[src/rtl/fc_pkg.sv]
// rtl/fc_pkg.sv - shared types and helpers for the sequential fully-connected neuron
package fc_pkg;

    typedef enum logic {
        ACT_NONE = 1'b0,
        ACT_RELU = 1'b1
    } act_t;

    typedef enum logic [2:0] {
        IDLE   = 3'd0,
        ACCUM  = 3'd1,
        DRAIN  = 3'd2,
        FINISH = 3'd3,
        OUT    = 3'd4
    } state_t;

    // Accumulator width that cannot overflow for an in-element dot product plus bias
    function automatic int acc_width(input int width, input int in);
        return 2 * width + $clog2(in) + 1;
    endfunction

endpackage

[src/rtl/fc_lane_mac.sv]
// rtl/fc_lane_mac.sv - per-lane product registers and registered lane-sum adder tree
module fc_lane_mac
    import fc_pkg::*;
#(
    parameter int WIDTH = 8,
    parameter int LANES = 4,
    parameter int SUM_W = 20
) (
    input  logic                     clk,
    input  logic                     rst_n,
    input  logic                     in_valid,
    input  logic                     in_first,
    input  logic [LANES-1:0]         lane_en,
    input  logic [LANES*WIDTH-1:0]   x,
    input  logic [LANES*WIDTH-1:0]   w,
    output logic                     s1_pending,
    output logic                     sum_valid,
    output logic                     sum_first,
    output logic signed [SUM_W-1:0]  sum
);

    localparam int PW = 2 * WIDTH;

    logic signed [PW-1:0]    xe        [LANES];
    logic signed [PW-1:0]    we        [LANES];
    logic signed [PW-1:0]    lane_prod [LANES];
    logic signed [PW-1:0]    prod_q    [LANES];
    logic                    s1_valid_q;
    logic                    s1_first_q;
    logic signed [SUM_W-1:0] lane_total;

    // Sign-extend each lane to product width and multiply; masked lanes contribute zero
    always_comb begin
        for (int i = 0; i < LANES; i++) begin
            xe[i]        = PW'($signed(x[i*WIDTH +: WIDTH]));
            we[i]        = PW'($signed(w[i*WIDTH +: WIDTH]));
            lane_prod[i] = lane_en[i] ? (xe[i] * we[i]) : '0;
        end
    end

    // S1: register the lane products together with the beat's valid and first-beat flag
    always_ff @(posedge clk or negedge rst_n) begin
        if (!rst_n) begin
            s1_valid_q <= 1'b0;
            s1_first_q <= 1'b0;
            for (int i = 0; i < LANES; i++) begin
                prod_q[i] <= '0;
            end
        end else begin
            s1_valid_q <= in_valid;
            s1_first_q <= in_first;
            if (in_valid) begin
                for (int i = 0; i < LANES; i++) begin
                    prod_q[i] <= lane_prod[i];
                end
            end
        end
    end

    // Lane-sum adder tree, each product sign-extended to the accumulator width
    always_comb begin
        lane_total = '0;
        for (int i = 0; i < LANES; i++) begin
            lane_total = lane_total + SUM_W'(prod_q[i]);
        end
    end

    // S2: register the lane sum so the accumulator sees one clean operand per beat
    always_ff @(posedge clk or negedge rst_n) begin
        if (!rst_n) begin
            sum_valid <= 1'b0;
            sum_first <= 1'b0;
            sum       <= '0;
        end else begin
            sum_valid <= s1_valid_q;
            sum_first <= s1_first_q;
            if (s1_valid_q) begin
                sum <= lane_total;
            end
        end
    end

    assign s1_pending = s1_valid_q;

endmodule

[src/rtl/fc_neuron_seq.sv]
// rtl/fc_neuron_seq.sv - time-multiplexed fully-connected neuron with valid/ready streams
module fc_neuron_seq
    import fc_pkg::*;
#(
    parameter int WIDTH = 8,
    parameter int IN    = 400,
    parameter int LANES = 4,
    parameter int ACT   = 1,
    parameter int ACC_W = acc_width(WIDTH, IN)
) (
    input  logic                     clk,
    input  logic                     rst_n,
    input  logic                     in_valid,
    output logic                     in_ready,
    input  logic [LANES*WIDTH-1:0]   x,
    input  logic [LANES*WIDTH-1:0]   w,
    input  logic [ACC_W-2:0]         bias,
    output logic                     out_valid,
    input  logic                     out_ready,
    output logic [ACC_W-1:0]         z,
    output logic                     busy
);

    localparam int BEATS   = (IN + LANES - 1) / LANES;
    localparam int CNT_W   = $clog2(BEATS + 1);
    localparam bit RELU_EN = (ACT == int'(ACT_RELU));

    state_t                  state_q;
    state_t                  state_d;
    logic [CNT_W-1:0]        cnt_q;
    logic signed [ACC_W-1:0] acc_q;
    logic signed [ACC_W-1:0] pre_act;
    logic [LANES-1:0]        lane_en;
    logic                    xfer;
    logic                    last_beat;
    logic                    first_beat;
    logic                    s1_pending;
    logic                    sum_valid;
    logic                    sum_first;
    logic signed [ACC_W-1:0] lane_sum;

    assign xfer       = in_valid && in_ready;
    assign first_beat = (state_q == IDLE);
    assign last_beat  = (state_q == IDLE) ? (BEATS == 1) : (cnt_q == CNT_W'(BEATS - 1));

    // Lanes past the end of the vector on the final beat are masked off
    always_comb begin
        lane_en = '0;
        for (int i = 0; i < LANES; i++) begin
            lane_en[i] = ((int'(cnt_q) * LANES + i) < IN);
        end
    end

    fc_lane_mac #(
        .WIDTH (WIDTH),
        .LANES (LANES),
        .SUM_W (ACC_W)
    ) u_mac (
        .clk        (clk),
        .rst_n      (rst_n),
        .in_valid   (xfer),
        .in_first   (first_beat),
        .lane_en    (lane_en),
        .x          (x),
        .w          (w),
        .s1_pending (s1_pending),
        .sum_valid  (sum_valid),
        .sum_first  (sum_first),
        .sum        (lane_sum)
    );

    // State register
    always_ff @(posedge clk or negedge rst_n) begin
        if (!rst_n) begin
            state_q <= IDLE;
        end else begin
            state_q <= state_d;
        end
    end

    // Next-state and in_ready decode; in_ready depends only on the current state
    always_comb begin
        state_d  = state_q;
        in_ready = 1'b0;
        case (state_q)
            IDLE: begin
                in_ready = 1'b1;
                if (in_valid) begin
                    state_d = (BEATS == 1) ? DRAIN : ACCUM;
                end
            end
            ACCUM: begin
                in_ready = 1'b1;
                if (in_valid && last_beat) begin
                    state_d = DRAIN;
                end
            end
            DRAIN: begin
                if (!s1_pending && !sum_valid) begin
                    state_d = FINISH;
                end
            end
            FINISH: begin
                state_d = OUT;
            end
            OUT: begin
                if (out_ready) begin
                    state_d = IDLE;
                end
            end
            default: begin
                state_d = IDLE;
            end
        endcase
    end

    // Beat counter: counts accepted beats, cleared when the result is consumed
    always_ff @(posedge clk or negedge rst_n) begin
        if (!rst_n) begin
            cnt_q <= '0;
        end else if (state_q == OUT && out_ready) begin
            cnt_q <= '0;
        end else if (xfer) begin
            cnt_q <= cnt_q + 1'b1;
        end
    end

    // Accumulator: the first beat of a vector loads, later beats add
    always_ff @(posedge clk or negedge rst_n) begin
        if (!rst_n) begin
            acc_q <= '0;
        end else if (sum_valid) begin
            acc_q <= sum_first ? lane_sum : (acc_q + lane_sum);
        end
    end

    assign pre_act = acc_q + ACC_W'($signed(bias));

    // Output register: capture the activated result in FINISH, hold it until consumed
    always_ff @(posedge clk or negedge rst_n) begin
        if (!rst_n) begin
            z         <= '0;
            out_valid <= 1'b0;
        end else if (state_q == FINISH) begin
            z         <= (RELU_EN && pre_act[ACC_W-1]) ? '0 : pre_act;
            out_valid <= 1'b1;
        end else if (state_q == OUT && out_ready) begin
            out_valid <= 1'b0;
        end
    end

    assign busy = (state_q != IDLE) || (cnt_q != '0);

endmodule
[config.mk]
export PLATFORM = sky130hd
export DESIGN_NAME = fc_neuron_seq
export DESIGN_NICKNAME = d
export VERILOG_FILES = /design/src/rtl/fc_pkg.sv /design/src/rtl/fc_lane_mac.sv /design/src/rtl/fc_neuron_seq.sv
export SDC_FILE = /design/constraint.sdc
export NUM_CORES = 1
export LEC_CHECK = 0
export ABC_AREA = 1
export ABC_CLOCK_PERIOD_IN_PS = 4000
export BUFFER_PORTS_ARGS = -buffer_cell sky130_fd_sc_hd__buf_4
export CAP_MARGIN = 20
export CORE_UTILIZATION = 35
export DETAILED_ROUTE_END_ITERATION = 8
export SYNTH_ARGS = -nofsm -noshare
export SYNTH_HDL_FRONTEND = slang
export SYNTH_SLANG_ARGS = --single-unit
[constraint.sdc]
create_clock -name clk -period 4 [get_ports clk]
set_clock_uncertainty 0.2 [all_clocks]
set_input_delay 1.2 -clock clk [delete_from_list [all_inputs] [get_ports clk]]
set_output_delay 1.2 -clock clk [all_outputs]
set_load 0.01 [all_outputs]
[Yosys cells after proc, flatten, opt, wreduce, memory -nomap -nowiden]
Index checks and enable logic that the tools add are counted.
Storage, ports and cells
  memories: 0
  memory bits (writable): 0
  word-level logic and storage cells: 71
  bits of input ports: 93
  latch bits: 0
  output and inout bits: 29
  register bits after elaboration: 157
  ROM bits: 0
Cells by class
  $lt $le $gt $ge: 4
  muxes and demuxes: 17
  $mul: 4
  bitwise gates (word level): 0
  reduce and logical (&&, ||, !) cells: 14
  add/sub/neg operators: 9
  equal/unequal tests: 9
  shift-type cells: 0
  div/mod/pow operators: 0
Operators with widths (number)
  $mul A8 B8 Y16: 4
  $mux W16: 4
  $lt A10 B9 Y1 const B: 3
  $add A26 B16 Y26: 1
  $add A26 B25 Y26: 1
  $add A26 B26 Y26: 1
  $mux W26: 1
  $mux W25: 1
  $add A9 B2 Y10 const B: 2
  $add A17 B16 Y18: 1
  $add A16 B16 Y17: 1
  $pmux W3 S5: 1
  $mux W7: 2
  $mux W3: 4
  $add A9 B1 Y10 const B: 1
  $lt A9 B9 Y1 const B: 1
  $ne A2 B2 Y1 const B: 4
  $add A7 B1 Y7 const B: 1
  $eq A7 B7 Y1 const B: 1
  $reduce_bool A7 Y1: 1
  $eq A3 B2 Y1 const B: 2
  $logic_and A1 B1 Y1: 4
  $mux W1: 4
  $reduce_and A4 Y1: 1
  other kinds (8): 10

[Logic depth before layout (Yosys ltp)]
Gate-level depths: netlist of the first run.
  depth after elaboration: 6
  mapped depth: 25

[Modules after synthesis]
From an unflattened synthesis of the first run, not the netlist that was laid out.
Unflattened totals
  cells, all modules: 3220
  area total of the unflattened synthesis: 22323.9 µm²
Modules (own cells, without submodules)
  fc_lane_mac: instances 1, sequential area each 2177.1 µm², cells each 2081, area each 15607.5 µm²
  fc_neuron_seq: instances 1, sequential area each 1551.5 µm², cells each 1139, area each 6716.4 µm²

[Least setup slack after synthesis of the first run]
OpenSTA, ideal clock, no wires.
  path kind: input to register
  start point: input port w[31]
  end point: register u_mac.prod_q[13] in the netlist's numbering
  setup slack: -1.245 ns
  path buffers: 0
  cell stages on the path: 17
  arrival: 4.918 ns
  required time: 3.672 ns
  cell sequence: clkinv_1 > or2_2 > fa_1 > fa_1 > inv_1 > fa_1 > inv_1 > fa_1 > inv_1 > ha_1 > inv_1 > nor3_1 > nand2_1 > a21oi_1 > o21ai_0 > nand2_1 > o21ai_0
Between the ends
  cells in the longest elaborated chain, start to end: 2
RTL lines
  start: declaration: line fc_neuron_seq.sv:16  | input logic [LANES*WIDTH-1:0] w,
  $mul A8 B8 Y16: line fc_lane_mac.sv:37  | lane_prod[i] = lane_en[i] ? (xe[i] * we[i]) : '0;
  $mux W16: line fc_lane_mac.sv:37
  end signal: indexed assignment: line fc_lane_mac.sv:54  | prod_q[i] <= lane_prod[i];
  end: declaration: line fc_lane_mac.sv:27  | logic signed [PW-1:0] prod_q [LANES];
No other way between the ends.
A chain may end at the register's enable or synchronous reset.

[Final worst setup path of the first run]
  start point: input port w[2]
  end point: register u_mac.prod_q[61] in the netlist's numbering
The elaborated chain is that of the path after synthesis.

==> results of run 1 <==
through the flow:
stage	hold slack (ns)	std cells	utilization (%)	setup TNS, ns
CTS	0.149	4098	45.8	-14.74
detailed placement	0.135	4041	42.7	-42.77
global route	0.155	4116	47.8	-22.02
floorplan	0.131	2963	-	-25.37
finish	0.148	4116	47.8	-15.72
global placement	0.133	4041	42.7	-41.22
worst max-delay path, delay by kind of cell:
family | cells | cell delay, ns
compound gates | 3 | 0.33
fa+ha+maj | 5 | 2.32
simple gates | 6 | 0.45
buf+inv | 7 | 0.39
cell type report:
cell class / count / share of cell area (%)
Multi-Input combinational cell: 2072 / 59.1
Sequential cell: 156 / 13.5
Timing Repair Buffer: 432 / 13.3
Inverter: 640 / 8.47
Tap cell: 782 / 3.37
Clock buffer: 21 / 1.62
Clock inverter: 11 / 0.621
Timing Repair inverter: 2 / 0.0603
cells in the mapped netlist, drive strengths merged (2+ instances only):
library cell  number
clkinv             6
nand3            127
a32o              10
a21o              10
a21oi            150
buf               13
xnor2             28
o211ai             4
nand4             32
or2               25
nor3b              4
o2111ai            5
dfrtp            156
xor2              46
inv              634
clkbuf            82
a22o              13
ha               202
and2               4
nand3b             7
nor3              24
o21bai            12
o21ai            149
nor4               4
a21boi             4
nor2             152
o21a               2
a211oi             2
a31oi              6
fa               240
nand2            805
logic make-up after synthesis:
group | after synthesis | share of synthesized area [%]
AOI/OAI and AO/OA | 370 | 9.61
adders and majority gates | 442 | 33.9
DFF | 156 | 18.0
buffers and inverters | 735 | 12.9
and+or+nand+nor | 1185 | 22.6
other | 1 | 0.0173
xor gates and xnor gates | 74 | 2.99
per-layer routing:
| metal | global-route usage [%] | part of all wire, % | routed length [microns] |
|---|---|---|---|
| met1 | 23.8 | 45 | 25500 |
| met5 | 0 | 0 | 0 |
| met4 | 4.57 | 1.9 | 1110 |
| met2 | 33.1 | 51 | 29100 |
| met3 | 1.57 | 2.4 | 1360 |
flip-flops by register name (all words and copies together) (netlist names):
name / count
out_valid: 1
z: 25
cnt_q: 7
state_q: 3
u_mac.s1_first_q: 1
u_mac.prod_q: 64
u_mac.sum: 26
acc_q: 26
u_mac.sum_valid: 1
u_mac.s1_pending: 1
u_mac.sum_first: 1
final timing paths:
kind,from,end,cells after the start
worst max-delay path,w[2],u_mac.prod_q[61],21
max in group asynchronous,rst_n,z[3],2
worst max register to register,u_mac.prod_q[17],u_mac.sum[21],23
worst min register to register,u_mac.s1_first_q,u_mac.sum_first,0
worst min-delay path,u_mac.s1_first_q,u_mac.sum_first,0
min in group asynchronous,rst_n,acc_q[23],1
what timing repair did:
item	in CTS	in global routing
gates cloned	2	0
setup buffers	26	26
resized for setup	290	305
hold buffers	0	0
hold endpoints to repair	0	0
endpoints found under the setup margin	57	57
pin swaps	190	167
==> results.md, run 1 <==
- The synthesized design contains 156 register bits.
- The core area is 0.0607 sq mm.
- For this block, the via count after detailed routing is 19.4k.
- The net total in the final layout is 3856.
- The mean post-synth cell area is 7.31 sq um.
- The die covers 0.0629 sq mm.
- The area taken by multi-input logic gates is 0.0172 sq mm.
- The worst path arrival time is roughly 4.7 ns.
- The number of diodes added for antenna fixing is 0.
- Walking the worst path, the cells encountered are buf_12 -> nand2_4 -> inv_2 -> fa_1 -> inv_2 -> fa_1 -> inv_1 -> fa_1 -> inv_1 -> fa_1 -> inv_2 -> ha_4 -> nand2_2 -> nor2_2 -> nand2_1 -> nand3b_1 -> inv_1 -> o21bai_1 -> a21oi_1 -> o21ai_2 -> nand2_1.
- Pin placement for this block handled 122 I/O pins.
- The overall die width is approximately 250 microns.
- Setup repair after global routing could not meet its margin everywhere.
- The height of the chip is 251 microns.
- The layout cell share with drive strength beyond 1 is slightly below 30%.
- TritonCTS created 17 clock buffers.
- The area taken by flip-flops and latches is between 0.003 and 0.004 sq mm.
- The DRC violations left is 0.
- The total iterations of the first detailed-routing run is 5.
- In the post-route analysis, the smallest setup slack over all paths is -0.580 ns.
- The longest clock path from root to sink contains 2 buffers.
- The residual antenna-violating net count after detailed routing is 0.
- The total routing resource utilization after global routing is roughly 18%.
- The number of filler instances in the final layout is 5900.
- The number of core rows is 90.
- The slew at the pin closest to its max-slew limit is between 0.8 and 0.9 ns.
- The final number of hold-violating endpoints was 0.
- The count of distinct cell types in the synthesized netlist is 48.
- The library cell used most frequently in the layout, excluding fill and tap cells, is nand2_1.
- The largest single stage delay on the critical path is 0.55 ns.
- The predominant post-synthesis flop cell is dfrtp_1.
- Ranked by total cell area, the synthesized netlist is headed by fa_1, dfrtp_1, nand2_1, ha_1, inv_1.
- The worst hold path belongs to the class flip-flop to flip-flop.
- The top cell types in the final layout, fill and taps aside, are nand2_1, inv_1, buf_4, fa_1, dfrtp_1.
- The cell taking the most area after synthesis is fa_1.
- The clock insertion delay at the later pin of the skew report is ~0.44 ns.
- The layout overhead on the synthesized area is 34.1%.
- The run finished, with violations left.
- Dividing the final minimum period by the clock period gives 115%.
- The first global-routing pass estimated about 96000 microns of wire.
- The normalized max-slew margin is 44.3%.
- The placed cell area is 0.0259 sq mm.
- The CTS H-tree depth is 4.
- For this run, the number of Yosys warnings is 0.
- Entering global routing, the biggest net connects 70 pins.
- In this run the worst path has a maximum fanout of 4.
- The final reports fail on negative setup slack.
- The sum of overflow across all layers after global routing is 0.
- The cell at the root of the clock tree is clkbuf_16.
- The wire-length estimate of the detail-placed layout is 46300 microns.
- The per-cell via count in the routed design is 4.72.
- The startpoint type of the worst setup path is an input port.
- Based on the critical path, the design can be clocked at up to between 200 and 250 MHz.
- OpenSTA, run right after detailed placement, puts the worst setup slack at -1.12 ns.
- The mapped netlist covers 0.0217 sq mm.
- STA puts the critical path data required time at 4.13 ns.
- The top-area cell type share of the netlist area is around 22%.
- The initial antenna violation count is 0.
- The setup violation total in the final timing report is 42.
- The wire length per cell is between 10 and 15 microns.
- The critical path is of the input port to flip-flop type.
- For this design, the sink count on the clock tree is 156.
- The via count of the first global-routing pass is 19.8k.
- The detailed router finished its first iteration with 807 violations.
- For this configuration, the core starts out at a cell density of about 36%.
- Counting every instance in the synthesized netlist gives 2963.
- The tool flagged a number of max-cap violations equal to 0.
- STA classifies the critical path endpoint as a flip-flop.
- The number of port buffers is 120.
- The slowest stage of the critical path is the fa_1 cell.
- The most frequent cell on the critical path is fa_1.
- After synthesis, flip-flops and latches occupy 18.0% of the total area.
- The total count of max-transition violations in the final report came to 0.
- The number of synthesized flops with an enable pin is 0.
- The fraction of registers with async set/reset is between 90% and 100%.
- After routing the design area is 0.0290 sq mm.
- The number of nets in the synthesized netlist is ~3.5k.
- The final critical path time including I/O delays and setup is 4.58 ns.
- The congestion estimate from routability-driven global placement came to ~0.91.
- TritonCTS built the clock tree.
- The clock input transition at the sequential cells of the worst setup and hold paths is 0.07 ns.
- The routed wire length is approximately 57000 microns.
- The slack of the worst reg-to-reg path is -0.09 ns.
Power of run 1 is not shown: default switching activity piles up to over one toggle a cycle in this logic, so the estimate is an artifact.
==> run 2, diff against run 1 <==
CTS_BUF_LIST = sky130_fd_sc_hd__clkbuf_8   (was not set)
==> run 2 against run 1 <==
The run still ends with negative setup slack left; worst hold slack improved by 0.0039 ns; non-clock buffer count increased by 2; wire length rose by 0.24%; sequential share of layout area grew 0.054 points; cell area decreased by 0.40%; register-to-register slack better by 0.05 ns; via count about the same; global-route usage about the same; core utilization shrank 0.19 points; clock-buffer cell count shrank 1; setup slack improved by 0.034 ns; flip-flop and latch count stayed put.
==> results.md, run 2 (synthesis gave the netlist of run 1 again) <==
- met2 is the most crowded layer.
- The repair_antennas step left the layout with diodes totalling 0.
- The total count of max-transition violations in the final report was 0.
- STA puts the critical path data required time at around 4.2 ns.
- The final reports fail on negative setup slack.
- The worst setup slack before clock tree synthesis is -1.12 ns.
- At the worst endpoint, the arrival time is 4.71 ns.
- The H-tree was split into 4 levels.
- The slack of the worst reg-to-reg path is -0.04 ns.
- Routability-driven placement finished with a final weighted congestion of between 0.9 and 1.
- The initial antenna violation count is 0.
- The worst reg2reg path depth is 23.
- The core area is approximately 0.061 sq mm.
- The vias after detailed routing is 19.5k.
- At the later pin of the worst-skew pair, clock insertion delay measures 0.47 ns.
- The layout overhead on the synthesized area is 33.5%.
- The met2 layer usage reported by global route is 33.1%.
- In the routed layout, each cell is associated on average with a via count of between 4 and 5.
- The capture instance of the worst register-to-register path is u_mac.sum[21].
- The register ranked first by flip-flop count is u_mac.prod_q.
- TritonCTS created 17 clock buffers.
- Entering global routing, the biggest net connects 70 pins.
- Dividing the detail-routed wire length by the instance count gives 13.9 microns.
- TritonCTS built the clock tree.
- Max-cap violations in this run came to 0.
- The final critical path time including I/O delays and setup is around 4.5 ns.
- The startpoint identified for the worst register-to-register timing path is u_mac.prod_q[17].
- Setup violations remaining at the end of the flow were counted as 41.
- The final number of hold-violating endpoints is 0.
- The flow ran to the end, but the final reports show violations.
- The kind of path behind the tightest hold check is flip-flop to flip-flop.
- The cell at the root of the clock tree is clkbuf_8.
- Global routing finished with a remaining overflow of 0.
- The count of nets left with antenna violations once routing finished came out at 0.
- The library cell used most frequently in the layout, excluding fill and tap cells, is nand2_1.
- The clock input transition at the sequential cells of the worst setup and hold paths is 0.09 ns.
- The final layout contains 3858 nets.
- The number of filler instances in the final layout is 5938.
- The routed wire length is 57200 microns.
- The endpoint of the most critical setup path is u_mac.prod_q[61].
- The total iterations of the first detailed-routing run is 7.
- The count of buffers added on input and output ports is 120.
- Global routing consumed, on the met1 layer, 23.9% of the routing resources.
- The count of clock tree sinks is 156.
- The largest registers in the layout are u_mac.prod_q (64), acc_q (26), u_mac.sum (26).
- The final critical path takes up 114% of the cycle.
- The kind of capture point of the worst setup path is a flip-flop.
- The via count of the first global-routing pass was 19.7k.
- The floorplan step set the die width to 251 microns.
- The layout cell share with drive strength beyond 1 is between 30% and 40%.
- The starting density of the core is between 30% and 40%.
- In the global route stage, overall resource usage came out at a little under a fifth.
- After detailed placement, the total cell area comes to 0.0259 sq mm.
- The worst setup path is launched from an input port.
- Buffers inserted to repair hold after CTS numbered 0.
- The clock passes through at most 2 buffers.
- The die area is roughly 0.063 sq mm.
- Tracing the worst setup path back leads to its startpoint at w[2].
- Timing would allow up to 220 MHz.
- The number of core rows is 90.
- The first global-routing pass estimated ~96000 microns of wire.
- The number of flip-flops in the largest register is 64.
- Along the worst path, the maximum fanout reaches 4.
- The library cells used most frequently in the layout, excluding fill and tap cells, are nand2_1, inv_1, buf_4, fa_1, dfrtp_1.
- The normalized max-slew margin is 41.0%.
- The violation count after the first detailed-route iteration is between 800 and 900.
- Setup repair after global routing could not meet its margin everywhere.
- The post-DP HPWL is around 46000 microns.
- The met3 demand-to-capacity share in global routing is 1.40%.
- In this run the vertical extent of the chip is 251 microns.
- The total I/O pin count is between 100 and 150.
- The finished cells cover ~0.029 sq mm.
- The slew at the pin closest to its max-slew limit is 0.884 ns.
- The setup slack of the critical path after layout is -0.546 ns.
- For this run, design rule violations remaining after detail routing come to 0.
- The critical path start-end classification is input port to flip-flop.
run 2: stage by stage:
stage               setup TNS (ns)  instances  utilization, %  hold slack (ns)
CTS                         -12.93       4095            45.2            0.155
finish                      -14.24       4118            47.6            0.152
detailed placement          -42.77       4041            42.7            0.135
global route                -20.48       4118            47.6            0.162
global placement            -41.22       4041            42.7            0.133
floorplan                   -25.37       2963               -            0.131
run 2: cell type report:
class                      instances  area (sq um)  area share [%]
clock buffer                      20           275           0.952
clock inverter                    12           184           0.636
inverter                         640          2470            8.53
multi-input combinational       2072         17200            59.5
sequential                       156          3910            13.5
tap                              782           978            3.38
timing repair buffer             434          3890            13.5
timing repair inverter             2          17.5          0.0606
run 2: worst min-delay path by stage:
| stage | start | depth (start not counted) | end | slack [ns] |
|---|---|---|---|---|
| final | u_mac.s1_first_q | 0 | u_mac.sum_first | 0.15 |
| after detailed placement | u_mac.s1_first_q | 0 | u_mac.sum_first | 0.13 |
| after CTS | u_mac.s1_first_q | 0 | u_mac.sum_first | 0.16 |
| after global routing | u_mac.s1_first_q | 0 | u_mac.sum_first | 0.16 |
| after global placement | u_mac.s1_first_q | 0 | u_mac.sum_first | 0.13 |
| after floorplan | u_mac.s1_first_q | 0 | u_mac.sum_first | 0.13 |
run 2: what timing repair did:
action | CTS | global route
gates cloned | 2 | 0
setup buffers | 21 | 33
resized for setup | 254 | 376
setup endpoints to repair | 56 | 57
pin swaps | 169 | 189
run 2: routing by layer:
metal	share of wire [%]	routed length, microns
met3	2.3	1330
met2	51	29300
met5	0	0
met4	1.4	820
met1	45	25700
run 2: worst max-delay path, stage by stage:
cell	delay (ns)
buf_12	0.11
nand2_4	0.05
inv_2	0.03
fa_1	0.55
inv_2	0.05
fa_1	0.53
inv_1	0.05
fa_1	0.47
inv_1	0.05
fa_1	0.48
inv_2	0.05
ha_4	0.29
nand2_2	0.05
nor2_2	0.10
nand2_1	0.07
nand3b_1	0.12
inv_1	0.05
o21bai_1	0.17
a21oi_1	0.10
o21ai_2	0.06
nand2_1	0.06
Power of run 2 is left out for the same reason.
